==> config.mk <==
export PLATFORM = sky130hd
export DESIGN_NAME = spi_slave
export DESIGN_NICKNAME = d
export VERILOG_FILES = /design/src/rtl/spi_slave.sv
export SDC_FILE = /design/constraint.sdc
export NUM_CORES = 1
export LEC_CHECK = 0
export ABC_CLOCK_PERIOD_IN_PS = 1600
export BUFFER_PORTS_ARGS = -buffer_cell sky130_fd_sc_hd__buf_2
export CORE_ASPECT_RATIO = 0.6
export CORE_MARGIN = 2
export CORE_UTILIZATION = 48
export DETAILED_ROUTE_END_ITERATION = 10
export MAX_ROUTING_LAYER = met4
export PLACE_DENSITY = 0.83
export SYNTH_ARGS = -nofsm -noshare
export SYNTH_HDL_FRONTEND = slang
export SYNTH_SLANG_ARGS = --single-unit
==> constraint.sdc <==
create_clock -name clk_i -period 1.6 [get_ports clk_i]
set_input_delay 0.16 -clock clk_i [delete_from_list [all_inputs] [get_ports clk_i]]
set_output_delay 0.16 -clock clk_i [all_outputs]
set_load 0.02 [all_outputs]
==> src/rtl/spi_slave.sv <==
// SPI mode-0 slave front-end: synchronises the SPI pins into clk_i, receives
// 8-bit MSB-first frames with a one-cycle strobe and shifts a transmit byte out on MISO.
module spi_slave #(
    parameter int unsigned SYNC_STAGES = 2
) (
    input  logic       clk_i,
    input  logic       rst_i,
    input  logic       spi_sclk_i,
    input  logic       spi_mosi_i,
    input  logic       spi_cs_n_i,
    input  logic [7:0] spi_byte_data_i,
    output logic       spi_miso_o,
    output logic       spi_byte_vld_o,
    output logic [7:0] spi_byte_data_o
);

    logic [SYNC_STAGES-1:0] sclk_sync;
    logic [SYNC_STAGES-1:0] mosi_sync;
    logic [SYNC_STAGES-1:0] cs_sync;
    logic [SYNC_STAGES-1:0] live;
    logic                   sclk_prev;
    logic                   cs_prev;
    logic                   armed;
    logic [2:0]             bit_cnt;
    logic [7:0]             rx_shift;
    logic [7:0]             tx_shift;

    logic       sclk_s;
    logic       mosi_s;
    logic       cs_s;
    logic       frame_active;
    logic       cs_fall;
    logic       sclk_rise;
    logic       sclk_fall;
    logic [7:0] rx_next;

    // A frame only counts once cs_n has been seen high through a fully refilled
    // synchroniser, so a reset inside a frame waits for a fresh CS assertion.
    always_comb begin
        sclk_s       = sclk_sync[SYNC_STAGES-1];
        mosi_s       = mosi_sync[SYNC_STAGES-1];
        cs_s         = cs_sync[SYNC_STAGES-1];
        frame_active = armed & ~cs_s;
        cs_fall      = armed & cs_prev & ~cs_s;
        sclk_rise    = sclk_s & ~sclk_prev;
        sclk_fall    = ~sclk_s & sclk_prev;
        rx_next      = {rx_shift[6:0], mosi_s};
    end

    always_ff @(posedge clk_i) begin
        if (rst_i) begin
            sclk_sync       <= '0;
            mosi_sync       <= '0;
            cs_sync         <= '1;
            live            <= '0;
            sclk_prev       <= 1'b0;
            cs_prev         <= 1'b1;
            armed           <= 1'b0;
            bit_cnt         <= '0;
            rx_shift        <= '0;
            tx_shift        <= '0;
            spi_miso_o      <= 1'b0;
            spi_byte_vld_o  <= 1'b0;
            spi_byte_data_o <= '0;
        end else begin
            sclk_sync      <= {sclk_sync[SYNC_STAGES-2:0], spi_sclk_i};
            mosi_sync      <= {mosi_sync[SYNC_STAGES-2:0], spi_mosi_i};
            cs_sync        <= {cs_sync[SYNC_STAGES-2:0], spi_cs_n_i};
            live           <= {live[SYNC_STAGES-2:0], 1'b1};
            sclk_prev      <= sclk_s;
            cs_prev        <= cs_s;
            spi_byte_vld_o <= 1'b0;

            if (live[SYNC_STAGES-1] && cs_s) begin
                armed <= 1'b1;
            end

            if (!frame_active) begin
                bit_cnt    <= '0;
                spi_miso_o <= 1'b0;
            end else if (cs_fall) begin
                bit_cnt    <= '0;
                tx_shift   <= spi_byte_data_i;
                spi_miso_o <= spi_byte_data_i[7];
            end else begin
                if (sclk_rise) begin
                    rx_shift <= rx_next;
                    bit_cnt  <= bit_cnt + 3'd1;
                    if (bit_cnt == 3'd7) begin
                        spi_byte_data_o <= rx_next;
                        spi_byte_vld_o  <= 1'b1;
                    end
                end
                if (sclk_fall) begin
                    // counter==0 on a fall means a byte just completed: reload
                    if (bit_cnt == 3'd0) begin
                        tx_shift   <= spi_byte_data_i;
                        spi_miso_o <= spi_byte_data_i[7];
                    end else begin
                        tx_shift   <= {tx_shift[6:0], 1'b0};
                        spi_miso_o <= tx_shift[6];
                    end
                end
            end
        end
    end

endmodule

==> impl_metrics.yaml <==
sta:
  fmax_mhz: 642.2
  fin_tns_setup_ns: 0
  fin_crit_sh_pct: 97.32
  finClkSkew_ns: 0.005676
  rsz0062_at_grt: "false"
  drv_slew: 0
  fin_ws_ns: 0.04291
  finalSetupViolations: 0
  period_minus_slack_ns: 1.557
  max_slew_margin_pct: 68.78
  hold_viol_final: 0
  worstMarginPinSlew_ns: 0.4669
setup_path:
  ff2ff_path_depth: 4
  critical_path.max_fanout: 7
  required_ns: 1.77
  critPathKind: "flip-flop to flip-flop"
  worstReg2RegStart: "sclk_sync[1]$_SDFF_PP0_"
  rrSetupSlack_ns: 0.04
  start_kind: "flip-flop"
  cp-end-kind: "flip-flop"
  crit_start: "sclk_sync[1]$_SDFF_PP0_"
  cp.arrival_ns: 1.73
logic_synthesis:
  netlist_area_um2: 1404
  yosys_warnings: 0
  synth_fp_nets: 153
  avgSynthCellArea_um2: 10.25
  ys_types: 25
  syn_inst: 137
  synth_seq_cells: 38
  synth_seq_area_share_pct: 54.19
layout:
  final_cell_mix: "dfxtp_1, nor2_1, buf_2"
  area_growth_pct: 19.43
  layout-drive-gt1-share_pct: 24.24
  diodes: 0
  nets: 180
  fill_cells: 230
  final_common_cell: "dfxtp_1"
floorplan:
  dieArea_um2: 3387
  ios: 23
  start_util_pct: 49.54
  die_width_um: 73.82
  std_cell_rows: 15
  die_y_um: 45.89
  core-area_um2: 2834
power_and_ir_drop:
  p_per_area_nw_per_um2: 1017
  vdd_drop_max_mv: 0.5163
  p_leak_nw: 0.7905
detailed_routing:
  viasPerCell: 4.908
  vias: 1016
  dr.pass1.iters: 4
  drtIter0Drc: 79
  ant_nets: 0
  drt_drc_violations_left: 0
  detail_route.wl_per_cell_um: 12.03
  wirelength_mm: 2.491
cts:
  cts_inserted_buffers: 5
  root_buffer: "clkbuf_8"
  postCtsSetupRepairBufs: 0
  h-tree-depth: 2
  clk_path_buf_depth: 2
  cts_hold_buf: 0
  clock_latency_ns: 0.29
  clkTransAtPathRegs_ns: 0.07
  ctsResizeCount: 0
  cts_tree: "yes"
  clock_sinks: 38
worst_hold_path:
  min_path_type: "input pin to flip-flop"
  hp-start: "spi_cs_n_i"
  holdPathStages: 2
global_route:
  grt_pass1_wl_mm: 4.050
  grt_pass1_vias: 926
  grt_overflow: 0
  grt_usage_pct: 17.65
  grt_antenna_before_repair: 0
  grt_max_degree: 19
outcome:
  outcome: "complete, no violations"
placement:
  port_buffers: 22
  hpwl_mm: 1.750
  place.gp.congestion: 0.9228
  dp_slack_ns: 0.07017
job:
  drv_cap: 0
## final cells by class
cell class,instances,area (um^2),share of cell area (%)
flip-flops and latches,38,762.0,45.45
clock inverters,2,12.51,0.7463
multi-input cells,90,606.8,36.19
inverters,4,15.01,0.8955
well taps,42,52.55,3.134
clock buffers,6,82.58,4.925
repair buffers,25,145.1,8.657
## flip-flops by register name, summed over array words and instances (netlist names)
name	cells
live	2
mosi_sync	2
cs_sync	2
rx_shift	7
spi_byte_vld_o	1
bit_cnt	3
sclk_prev	1
armed	1
spi_byte_data_o	8
spi_miso_o	1
sclk_sync	2
tx_shift	7
cs_prev	1
## synthesized netlist by cell type
library cell | n | area (um^2)
nand2b_1 | 3 | 18.77
nor4_1 | 1 | 6.260
a31oi_1 | 1 | 6.260
nor3_4 | 1 | 16.27
nor2b_1 | 6 | 37.54
a21oi_1 | 9 | 45.04
nand2b_4 | 1 | 13.76
inv_1 | 4 | 15.01
mux2i_1 | 21 | 210.2
or3_1 | 1 | 6.260
xnor2_1 | 1 | 8.760
o21ai_0 | 6 | 30.03
nand3_1 | 2 | 10.01
nand2_2 | 1 | 6.260
or2_2 | 3 | 18.77
buf_2 | 2 | 10.01
a22oi_1 | 1 | 7.510
a21o_1 | 1 | 7.510
and2b_1 | 1 | 7.510
nand3b_1 | 3 | 22.52
nand2_1 | 2 | 7.510
dfxtp_1 | 38 | 760.7
ha_1 | 3 | 37.54
clkbuf_1 | 3 | 11.26
nor2_1 | 22 | 82.58
## worst paths after layout
kind,endpoint
setup / recovery,rx_shift[5]$_SDFFE_PP0P_
hold / removal,cs_sync[0]$_SDFF_PP1_
setup reg to reg,rx_shift[5]$_SDFFE_PP0P_
hold reg to reg,cs_sync[1]$_SDFF_PP1_
## power breakdown
part           internal [W]  switching, W
clock network      0.000346      0.000331
registers          0.000962    0.00000927
logic             0.0000284     0.0000287
## kinds of logic after synthesis
| kind of cell | after synthesis | synth area share [%] |
|---|---|---|
| AO/OA/AOI/OAI | 18 | 6.863 |
| XOR/XNOR | 1 | 0.6240 |
| adder cells (fa/ha/maj) | 3 | 2.674 |
| buffers and inverters | 9 | 2.584 |
| flip-flops | 38 | 54.19 |
| multiplexers | 21 | 14.97 |
| AND/OR/NAND/NOR | 47 | 18.09 |
## layer usage
layer	GRT usage, %	routed length (um)
met1	20.11	1108
met2	25.36	1146
met3	7.301	169
met4	12.36	66
met5	-	0
## critical path: stages, from the launching register on
cell      delay [ns]
dfxtp_1         0.38
and2b_1         0.26
nand3b_1        0.38
mux2i_1         0.33
nor2_1          0.08
## stage by stage
stage,instance area (um^2),hold WS [ns],utilization [%],power (W),instances
floorplan,1404,0.2638,-,0.001026,137
global placement,1580,0.3444,55.76,0.001046,199
detailed placement,1580,0.3461,55.76,0.001049,199
CTS,1675,0.03582,59.12,0.001722,207
global route,1677,0.03249,59.16,0.001770,207
finish,1677,0.04723,59.16,0.001705,207
(Power assumes the default switching activity.)
